===== config.mk =====
export PLATFORM = sky130hd
export DESIGN_NAME = graph_loader
export DESIGN_NICKNAME = d
export VERILOG_FILES = /design/src/rtl/graph_loader.sv
export SDC_FILE = /design/constraint.sdc
export NUM_CORES = 1
export LEC_CHECK = 0
export BUFFER_PORTS_ARGS = -buffer_cell sky130_fd_sc_hd__buf_2
export CAP_MARGIN = 20
export CORE_MARGIN = 2
export CORE_UTILIZATION = 40
export DETAILED_ROUTE_END_ITERATION = 6
export PLACE_DENSITY_LB_ADDON = 0.2
export SLEW_MARGIN = 40
export SYNTH_ARGS = -nofsm -noshare
export SYNTH_HDL_FRONTEND = slang
export SYNTH_SLANG_ARGS = --single-unit

===== constraint.sdc =====
create_clock -name clock -period 12.4 [get_ports clock]
set_clock_uncertainty 0.15 [all_clocks]
set_input_delay 0.62 -clock clock [delete_from_list [all_inputs] [get_ports clock]]
set_output_delay 0.62 -clock clock [all_outputs]
set_load 0.005 [all_outputs]

===== src/rtl/graph_loader.sv =====
// Loads the byte-serial Bellman-Ford problem image (N, src, N x N weights) into graph SRAM, 16 weights per word.
// Optional feature: define LOADER_CHECKSUM_EN to enable the 16-bit weight checksum on loadChecksum.
module graph_loader #(
  parameter int MAX_NODES = 32,
  parameter int IN_AW     = 10,
  parameter int G_AW      = 13
) (
  input  logic             clock,
  input  logic             reset,
  input  logic             start,
  input  logic [7:0]       inputSRAM_Data,
  output logic [IN_AW-1:0] inputSRAM_Addr,
  output logic [G_AW-1:0]  graphWrite_Addr,
  output logic [127:0]     graphWrite_Data,
  output logic             graph_WE,
  output logic [7:0]       numNodes,
  output logic [7:0]       srcNode,
  output logic             busy,
  output logic             done,
  output logic             error,
  output logic [15:0]      loadChecksum
);

  localparam int          WPR       = (MAX_NODES + 15) / 16;
  localparam logic [8:0]  MAX_N     = 9'(MAX_NODES);
  localparam logic [16:0] IMG_SPACE = 17'(2 ** IN_AW);

  typedef enum logic [2:0] {
    S_IDLE, S_HDR, S_CHK, S_LOAD, S_DRAIN, S_DONE, S_ERR
  } state_t;

  state_t             state_q, state_d;
  logic               hdr_second_q, hdr_second_d;
  logic [IN_AW-1:0]   addr_q, addr_d;
  logic               rd_vld_q, rd_vld_d;
  logic [7:0]         row_q, row_d;
  logic [7:0]         col_q, col_d;
  logic [127:0]       pack_q, pack_d;
  logic               we_q, we_d;
  logic [G_AW-1:0]    waddr_q, waddr_d;
  logic [7:0]         n_q, n_d;
  logic [7:0]         src_q, src_d;
  logic               busy_q, busy_d;
  logic               done_q, done_d;
  logic               error_q, error_d;

  logic               accept;
  logic [15:0]        nn;
  logic [IN_AW-1:0]   last_addr;
  logic               hdr_bad;
  logic [3:0]         lane;
  logic               row_end;

  // Header checks work on the registered N/src so the N*N product starts from flops.
  always_comb begin
    accept    = (state_q == S_IDLE) && start;
    nn        = 16'(n_q) * 16'(n_q);
    last_addr = IN_AW'(nn + 16'd1);
    hdr_bad   = (n_q == 8'd0) || ({1'b0, n_q} > MAX_N) || (src_q >= n_q) ||
                (({1'b0, nn} + 17'd2) > IMG_SPACE);
    lane      = col_q[3:0];
    row_end   = (col_q == (n_q - 8'd1));
  end

  always_comb begin
    // NOTE: every combinational output gets a default first, so no path can infer a latch.
    state_d      = state_q;
    hdr_second_d = hdr_second_q;
    addr_d       = addr_q;
    rd_vld_d     = 1'b0;
    row_d        = row_q;
    col_d        = col_q;
    pack_d       = pack_q;
    we_d         = 1'b0;
    waddr_d      = waddr_q;
    n_d          = n_q;
    src_d        = src_q;
    busy_d       = busy_q;
    done_d       = 1'b0;
    error_d      = error_q;

    // Byte on the bus belongs to (row_q, col_q); lane 0 starts a fresh word with unfilled lanes zero.
    if (rd_vld_q) begin
      if (lane == 4'd0) pack_d = '0;
      pack_d[{lane, 3'b000} +: 8] = inputSRAM_Data;
      if ((lane == 4'hF) || row_end) begin
        we_d    = 1'b1;
        waddr_d = G_AW'(row_q) * G_AW'(WPR) + G_AW'(col_q[7:4]);
      end
      if (row_end) begin
        col_d = '0;
        row_d = row_q + 8'd1;
      end else begin
        col_d = col_q + 8'd1;
      end
    end

    case (state_q)
      S_IDLE: begin
        addr_d = '0;
        if (start) begin
          state_d      = S_HDR;
          addr_d       = IN_AW'(1);
          busy_d       = 1'b1;
          error_d      = 1'b0;
          hdr_second_d = 1'b0;
          row_d        = '0;
          col_d        = '0;
        end
      end
      S_HDR: begin
        if (!hdr_second_q) begin
          n_d          = inputSRAM_Data;
          hdr_second_d = 1'b1;
          addr_d       = addr_q + IN_AW'(1);
        end else begin
          src_d   = inputSRAM_Data;
          state_d = S_CHK;
        end
      end
      S_CHK: begin
        if (hdr_bad) begin
          state_d = S_ERR;
          addr_d  = '0;
        end else begin
          state_d = S_LOAD;
        end
      end
      S_LOAD: begin
        rd_vld_d = 1'b1;
        if (addr_q == last_addr) begin
          state_d = S_DRAIN;
          addr_d  = '0;
        end else begin
          addr_d = addr_q + IN_AW'(1);
        end
      end
      S_DRAIN: begin
        // Last byte has been packed and its word is on the write port this cycle.
        if (!rd_vld_q && we_q) state_d = S_DONE;
      end
      S_DONE: begin
        done_d  = 1'b1;
        busy_d  = 1'b0;
        state_d = S_IDLE;
      end
      S_ERR: begin
        done_d  = 1'b1;
        error_d = 1'b1;
        busy_d  = 1'b0;
        state_d = S_IDLE;
      end
      default: state_d = S_IDLE;
    endcase
  end

  always_ff @(posedge clock) begin
    // NOTE: sequential state uses non-blocking assignments only; the pack buffer is an ordinary register and is reset with the rest.
    if (!reset) begin
      state_q      <= S_IDLE;
      hdr_second_q <= 1'b0;
      addr_q       <= '0;
      rd_vld_q     <= 1'b0;
      row_q        <= '0;
      col_q        <= '0;
      pack_q       <= '0;
      we_q         <= 1'b0;
      waddr_q      <= '0;
      n_q          <= '0;
      src_q        <= '0;
      busy_q       <= 1'b0;
      done_q       <= 1'b0;
      error_q      <= 1'b0;
    end else begin
      state_q      <= state_d;
      hdr_second_q <= hdr_second_d;
      addr_q       <= addr_d;
      rd_vld_q     <= rd_vld_d;
      row_q        <= row_d;
      col_q        <= col_d;
      pack_q       <= pack_d;
      we_q         <= we_d;
      waddr_q      <= waddr_d;
      n_q          <= n_d;
      src_q        <= src_d;
      busy_q       <= busy_d;
      done_q       <= done_d;
      error_q      <= error_d;
    end
  end

`ifdef LOADER_CHECKSUM_EN
  logic [15:0] csum_q, csum_d;

  always_comb begin
    csum_d = csum_q;
    if (accept)        csum_d = '0;
    else if (rd_vld_q) csum_d = csum_q + 16'(inputSRAM_Data);
  end

  always_ff @(posedge clock) begin
    if (!reset) csum_q <= '0;
    else        csum_q <= csum_d;
  end

  assign loadChecksum = csum_q;
`else
  logic unused_accept;
  assign unused_accept = accept;
  assign loadChecksum  = 16'h0000;
`endif

  assign inputSRAM_Addr  = addr_q;
  assign graphWrite_Addr = waddr_q;
  assign graphWrite_Data = pack_q;
  assign graph_WE        = we_q;
  assign numNodes        = n_q;
  assign srcNode         = src_q;
  assign busy            = busy_q;
  assign done            = done_q;
  assign error           = error_q;

endmodule


## Yosys cells after proc, flatten, opt, wreduce, memory -nomap -nowiden

Cells that the tools add are included.

- Register bits: 192
- Bits of input ports: 11
- Output and inout bits: 187
- Logic and storage cells: 97

- Add/subtract/negate cells: 8
- $mul: 1
- Magnitude comparators: 3
- Equality and inequality tests: 15
- Shifts and indexed selects: 2
- Multiplexer cells: 30
- Bitwise operators: 1
- Reductions and logical operators: 23

Operator list:

| kind | count |
|---|---|
| 128-bit 2-to-1 mux | 2 |
| 128-bit bitwise mux | 1 |
| 8-bit by 9-bit variable shift with 128-bit output, first input constant | 1 |
| 8-bit by 9-bit indexed part select with 128-bit output | 1 |
| 8-bit 2-to-1 mux | 8 |
| 10-bit case mux with 4 select lines | 1 |
| 10-bit 2-to-1 mux | 3 |
| 10-bit by 1-bit adder with 10-bit output, second input constant | 2 |
| 16-bit by 2-bit adder with 17-bit output, second input constant | 1 |
| 17-bit by 11-bit greater-than comparator with 1-bit output, second input constant | 1 |
| 8-bit by 1-bit adder with 8-bit output, second input constant | 2 |
| 8-bit by 8-bit multiplier with 16-bit output | 1 |
| 3-bit 2-to-1 mux | 5 |
| 3-bit case mux with 5 select lines | 1 |
| 2-bit AND reduction | 7 |
| 2-bit != test, second input constant | 6 |
| 9-bit by 4-bit adder with 10-bit output | 1 |
| 10-bit == test | 1 |
| 3-bit == test, second input constant | 3 |
| 7-bit negator with 9-bit output | 1 |
| 8-bit == test | 1 |
| 8-bit greater-or-equal comparator | 1 |
| 8-bit by 6-bit greater-than comparator with 1-bit output, second input constant | 1 |
| 8-bit logical NOT | 1 |
| 17 further kinds | 30 |

## Longest topological paths before layout

Gate-level depths: netlist of run 1.

- Depth in word-level cells: 6
- Mapped depth: 22
- Gate-level depth less buffers: 19

## Least setup slack after synthesis of run 1

OpenSTA, ideal clock, no wires.

- Path type: flip-flop to flip-flop
- From: reg n_q[2] (netlist: numNodes[2])
- To: reg addr_q[2] (netlist: inputSRAM_Addr[2])
- Setup time: 128 ps
- Arrival time: 4,990 ps
- Required time: 12,122 ps
- Path slack: 7,132 ps
- Stages on the path, launching flop included: 18
- Buffers on the path: 2
- Period minus slack after synthesis: 5,268 ps
- Path through: dfxtp_1 -> clkbuf_1 -> nand2_1 -> fa_1 -> fa_1 -> fa_1 -> fa_1 -> inv_1 -> ha_1 -> nand2_1 -> a211oi_1 -> nand2b_1 -> clkbuf_1 -> xnor2_1 -> o41ai_2 -> nor2_1 -> a31oi_1 -> o31ai_1

- Word-level cells in the longest chain between the ends: 6

RTL lines:

| item | RTL line | source |
|---|---|---|
| start: declaration | 41 | `logic [7:0] n_q, n_d;` |
| start signal: assignment | 184 | `n_q <= n_d;` |
| 8-bit by 8-bit multiplier with 16-bit output, or another cell as far along | 57 | `nn = 16'(n_q) * 16'(n_q);` |
| 16-bit by 2-bit adder with 17-bit output or 1-bit logical OR (tied branches) | 60, 59 |  |
| 17-bit by 11-bit greater-than comparator with 1-bit output or 1-bit logical OR (tied branches) | 60, 59 |  |
| 1-bit logical OR | 59 | `hdr_bad = (n_q == 8'd0) \|\| ({1'b0, n_q} > MAX_N) \|\| (src_q >= n_q) \|\|` |
| 2-bit != test (no source line) | n/a |  |
| 3-bit AND reduction (no source line) | n/a |  |
| end signal: assignment | 177 | `addr_q <= addr_d;` |
| end: declaration | 34 | `logic [IN_AW-1:0] addr_q, addr_d;` |

Parallel ways exist; a longest one is shown, timed or not.
A chain may end at the register's enable or synchronous reset.

## Worst setup path in the final report of run 1

Ends and elaborated chain as after synthesis.

==> results.yml, run 1 <==
finish:
  synthToLayoutAreaGrowth_pct: 16.2
  multi_input_area_sq_um: 5360
  layout.nets: 1387
  drive_above_1_share_pct: 17.9
  seq_area_sq_um: 3780
  antennaDiodeCount: 0
  design_area_sq_um: 11300
  fin_util_pct: 47.0
  layoutNonFillerInstCount: 1640
  fill_cells: 2479
synthesis:
  syn_area_per_cell_sq_um: 8.27
  syn_inst: 1180
  async_reset_ff_share_pct: 0
  yosysTopAreaCell: "dfxtp_1"
  synth_top_flop_cell: "dfxtp_1"
  synth_top_area_share_pct: 38.8
  synth_commonest_cells: "189 x dfxtp_1, 150 x nor2_1, 115 x nand2_1, 93 x a21oi_1, 89 x a22oi_1"
  synth-seq-cells: 189
  yosys.cell_count.top_type: "dfxtp_1"
  synthTopCellsByArea: "dfxtp_1 39%, a22oi_1 6.8%, ha_1 6.2%"
  netlist_area_sq_um: 9750
  ys_seq_area_share_pct: 38.8
  synth_edf_count: 0
  synth.distinct_cells: 60
  ys_warn_count: 0
timing:
  finalWorstSetupSlack_ns: 6.59
  setup_viol_count_final: 0
  worst_pin_slew_ns: 0.802
  post-route-min-period_ns: 5.81
  grt_setup_unrepaired: "no"
  setup_tns_ns: 0
  hold_viol_final: 0
  slew_headroom_pct: 46.1
  fin_hold_ws_ns: 0.305
  slew_violations: 0
  finalCritPeriodShare_pct: 46.9
  fmax_mhz: 172
global_routing:
  overflow: 0
  first_global_vias: 8285
  grt_usage_pct: 22.0
  antenna_found_initial: 0
  grt_max_degree: 69
  grt_pass1_wl_mm: 45.2
setup_path:
  required_ns: 12.56
  cp-startpoint: "numNodes[2]"
  endpoint_kind: "flip-flop"
  timing_worst_setup_path_type: "reg2reg"
  start_kind: "flip-flop"
  cp_max_fo: 14
  critical_path_arrival_ns: 5.97
  timing.rr.start: "numNodes[2]"
power:
  powerDensity_nw_per_um2: 117
  p_clk_share_pct: 40.9
  p_sw_mw: 0.392
  cellLeakagePower_nw: 4.82
  ir_drop_mv: 0.0833
  report.power.total_mw: 1.33
  switching_share_pct: 29.5
  power.internal_mw: 0.936
  comb_power_share_pct: 11.6
  seqPwrFrac_pct: 47.6
cts:
  clock_path_buffers: 2
  clock-sinks: 189
  clk_pin_slew_ns: 0.08
  insertion_delay_ns: 0.43
  htreeDepth: 4
  cts_buffers: 17
  postCtsHoldBufs: 0
  cts_tree: "yes"
  cts_setup_buffers: 0
  clockRootBuffer: "clkbuf_16"
  cts-resized-gates: 0
placement:
  gp_congestion: 0.869
  io_buffers: 178
  place_area_sq_um: 10800
  preCtsSetupSlack_ns: 6.67
  dp.cells: 1609
  dp_hpwl_mm: 20.1
detailed_routing:
  post-route-drc-count: 0
  num_vias: 8597
  wl_per_cell_microns: 17.4
  drt_iter0_drc: 639
  viasPerCell: 5.24
  dr.pass1.iters: 5
  postRouteAntennaNets: 0
  routed_wl_mm: 28.5
floorplanning:
  rows: 57
  die_area_sq_um: 25700
  start_util_pct: 40.5
  die_h_microns: 160
  io-pin-count: 198
  die_x_microns: 160
  core_area_sq_um: 24100
job:
  cap_violations: 0
status:
  status: "complete, no violations"
min_path:
  worstHoldPathType: "reg2reg"
  min-delay-start: "graphWrite_Addr[6]"
-- final timing paths --
kind / to / slack, ns / cells after the start
setup reg to reg: inputSRAM_Addr[2] / 6.59 / 15
hold / removal: graphWrite_Addr[6] / 0.30 / 2
setup / recovery: inputSRAM_Addr[2] / 6.59 / 15
hold reg to reg: graphWrite_Addr[6] / 0.30 / 2
-- cells by family (layout without fill, tap and decap cells) --
logic type / Yosys count / after routing / share of synthesized area (%)
compound gates: 261 / 261 / 17.2
buf+inv: 165 / 283 / 7.21
fa+ha+maj: 73 / 73 / 11.2
mux: 3 / 3 / 0.308
simple gates: 434 / 434 / 20.4
other cells: 1 / 19 / 0.0384
flops: 189 / 189 / 38.8
xor+xnor: 54 / 54 / 4.85
-- per-layer routing --
layer | up-vias | routed length [microns] | global-route usage [%]
li1 | 4259 | - | -
met1 | 4049 | 12800 | 29.2
met4 | 0 | 427 | 5.69
met2 | 261 | 13200 | 35.7
met5 | - | 0 | 0
met3 | 28 | 2080 | 5.69
-- flip-flops by register name, indices dropped and copies added, names as in the netlist --
signal,flops
hdr_second_q,1
graphWrite_Data,128
state_q,3
done,1
inputSRAM_Addr,10
col_q,8
numNodes,8
graph_WE,1
srcNode,8
graphWrite_Addr,10
busy,1
error,1
row_q,8
rd_vld_q,1
-- critical path, cell delays in order, from the launching register on --
cell      delay [ns]
dfxtp_1         0.67
nand2_1         0.22
fa_1            0.54
fa_1            0.53
fa_1            0.53
fa_1            0.54
inv_1           0.04
ha_1            0.38
nand2_1         0.07
a211oi_1        0.25
nand2b_1        0.33
xnor2_1         0.16
o41ai_2         0.66
nor2_1          0.29
a31oi_1         0.24
o31ai_1         0.09
-- area by class of cell --
cell class / count / area share, %
multi-input cells: 844 / 47.3
flip-flops and latches: 189 / 33.4
repair buffers: 186 / 8.50
clock buffers: 17 / 3.75
well taps: 324 / 3.58
inverters: 66 / 2.21
clock inverters: 14 / 1.34
-- layout by cell type, fill, tap and decap left out, drive strengths merged, types with 15 or more instances in the layout --
cell and n:
fa 24, and3 16, xnor2 35, a21oi 93
inv 70, dfxtp 189, nand3 71, nand2 117
buf 186, xor2 19, a22oi 89, nor3 15
conb 19, nor2 150, clkbuf 17, ha 48
o21ai 33
-- power groups by stage --
stage | clock network [mW] | logic [mW] | registers, mW
floorplan | 0 | 0.121 | 0.634
global placement | 0 | 0.151 | 0.645
detailed placement | 0 | 0.152 | 0.646
CTS | 0.552 | 0.154 | 0.632
global route | 0.576 | 0.171 | 0.634
finish | 0.543 | 0.154 | 0.632
Note: power is estimated with default switching activity, not from simulation.
==> run 2, diff against run 1 <==
- clock period: 12.4 -> 6.05 ns (I/O delays scaled with it)
==> run 2 against run 1 <==
Against the previous run: count of clock-buffer cells in the layout up 1; cell area up 0.67%; register-to-register slack worse by 6.1 ns; maximum frequency up 4.7%; largest cell class unchanged; highest routed layer unchanged.
==> results.yml, run 2 (same netlist as run 1, synthesis figures left out) <==
detailed_routing:
  met2_length_mm: 13.1
  m1WireLength_mm: 12.7
  routed_wl_mm: 28.4
  post-route-drc-count: 0
  top_layer_used: "met4"
  postRouteAntennaNets: 0
  wl_per_cell_microns: 17.3
  dr.pass1.iters: 5
  drt_iter0_drc: 554
  viasPerCell: 5.28
  num_vias: 8690
  met3_length_mm: 2.12
power:
  seqPwrFrac_pct: 46.6
  comb_power_share_pct: 11.5
  p_clk_share_pct: 41.9
  switching_share_pct: 29.7
  ir_drop_mv: 0.183
  report.power.total_mw: 2.78
  p_sw_mw: 0.825
  powerDensity_nw_per_um2: 243
  cellLeakagePower_nw: 4.88
  power.internal_mw: 1.95
timing:
  slew_headroom_pct: 46.0
  hold_viol_final: 0
  fmax_mhz: 180
  setup_tns_ns: 0
  worst_pin_slew_ns: 0.804
  setup_viol_count_final: 0
  post-route-min-period_ns: 5.55
  slew_violations: 0
  grt_setup_unrepaired: "no"
  finalCritPeriodShare_pct: 91.8
  finalWorstSetupSlack_ns: 0.498
placement:
  io_buffers: 178
  dp_hpwl_mm: 20.0
  preCtsSetupSlack_ns: 0.588
  gp_congestion: 0.936
cts:
  clk_pin_slew_ns: 0.08
  clockRootBuffer: "clkbuf_16"
  cts_buffers: 17
  cts-resized-gates: 0
  clock_path_buffers: 2
  postCtsHoldBufs: 0
  insertion_delay_ns: 0.42
  clock-sinks: 189
  htreeDepth: 4
  cts_setup_buffers: 0
  cts_tree: "yes"
setup_path:
  critical_path_arrival_ns: 5.74
  required_ns: 6.24
  reg2regPathDepth: 15
  timing.rr.start: "numNodes[2]"
  cp_max_fo: 14
  rrSetupSlack_ns: 0.50
  endpoint_kind: "flip-flop"
  r2r-end: "inputSRAM_Addr[2]"
  timing_worst_setup_path_type: "reg2reg"
  start_kind: "flip-flop"
finish:
  layout_commonest_cell: "dfxtp_1"
  layout.nets: 1392
  fin_util_pct: 47.3
  antennaDiodeCount: 0
  mostFrequentLayoutCells: "189 x dfxtp_1, 178 x buf_2, 150 x nor2_1"
  drive_above_1_share_pct: 18.2
  largest_reg_flops: 128
  synthToLayoutAreaGrowth_pct: 17.0
floorplanning:
  rows: 57
  die_h_microns: 160
  start_util_pct: 40.5
  die_area_sq_um: 25700
  io-pin-count: 198
  core_area_sq_um: 24100
  die_x_microns: 160
job:
  cap_violations: 0
min_path:
  worstHoldPathType: "in2reg"
  hold_depth: 3
  min-delay-start: "inputSRAM_Data[0]"
  whs_endpoint: "graphWrite_Data[80]"
global_routing:
  grt_usage_pct: 22.1
  first_global_vias: 8279
  overflow: 0
  antenna_found_initial: 0
  grt_pass1_wl_mm: 45.5
  grt_max_degree: 67
status:
  status: "complete, no violations"
==> run 2: cell count changes in the layout (fill, tap and decap cells not counted) <==
cell and change:
a2111oi_0 +1, clkinv_4 -1, clkbuf_8 +1, clkinv_8 +2, inv_6 +1, inv_8 -1, buf_4 +5, clkinvlp_4 -3
inv_12 +2, a2111oi_2 -1
==> run 2: stage by stage <==
stage                     cell area (sq um)  hold WS, ns  cells
final                                 11400        0.132   1646
after global routing                  11400        0.127   1646
after floorplan                        9820        0.299   1198
after global placement                10800        0.283   1613
after detailed placement              10800        0.293   1614
after CTS                             11400        0.116   1646
==> run 2: area by class of cell <==
type / count / area, sq um
clock buffers: 18 / 439
clock inverters: 14 / 183
fillers: 2444 / 12700
inverters: 66 / 250
multi-input cells: 844 / 5350
flip-flops and latches: 189 / 3780
well taps: 324 / 405
repair buffers: 191 / 1000
==> run 2: per-layer routing <==
layer / global-route usage, % / up-vias
met3: 6.68 / 34
met2: 35.1 / 292
met5: 0 / -
li1: - / 4266
met1: 29.2 / 4098
met4: 6.39 / 0
==> run 2: worst max-delay path: stages, from the launching register on <==
cell	delay, ns
dfxtp_1	0.71
nand2_1	0.16
fa_1	0.56
fa_1	0.53
fa_1	0.54
inv_1	0.06
fa_1	0.41
ha_1	0.39
a21oi_1	0.31
o21ai_0	0.19
a21o_1	0.21
a221oi_1	0.32
xnor2_1	0.19
and4_1	0.40
nor3_2	0.12
o31ai_1	0.21
==> run 2: how the worst max path moves through the flow <==
stage / start / endpoint / slack, ns / cells past startpoint
6_report: numNodes[2] / inputSRAM_Addr[2] / 0.50 / 15
2_1_floorplan: numNodes[2] / inputSRAM_Addr[2] / 0.78 / 17
4_1_cts: numNodes[2] / inputSRAM_Addr[9] / 0.55 / 16
3_3_place_gp: numNodes[2] / inputSRAM_Addr[2] / 0.73 / 15
3_5_place_dp: numNodes[2] / inputSRAM_Addr[2] / 0.59 / 15
5_1_grt: numNodes[2] / inputSRAM_Addr[9] / 0.09 / 16
==> run 2: power groups by stage <==
stage / Combinational [mW] / Sequential [mW] / Clock, mW
after floorplan: 0.249 / 1.30 / 0
after global placement: 0.314 / 1.32 / 0
after detailed placement: 0.317 / 1.32 / 0
after CTS: 0.319 / 1.29 / 1.19
after global routing: 0.359 / 1.30 / 1.24
final: 0.319 / 1.29 / 1.16
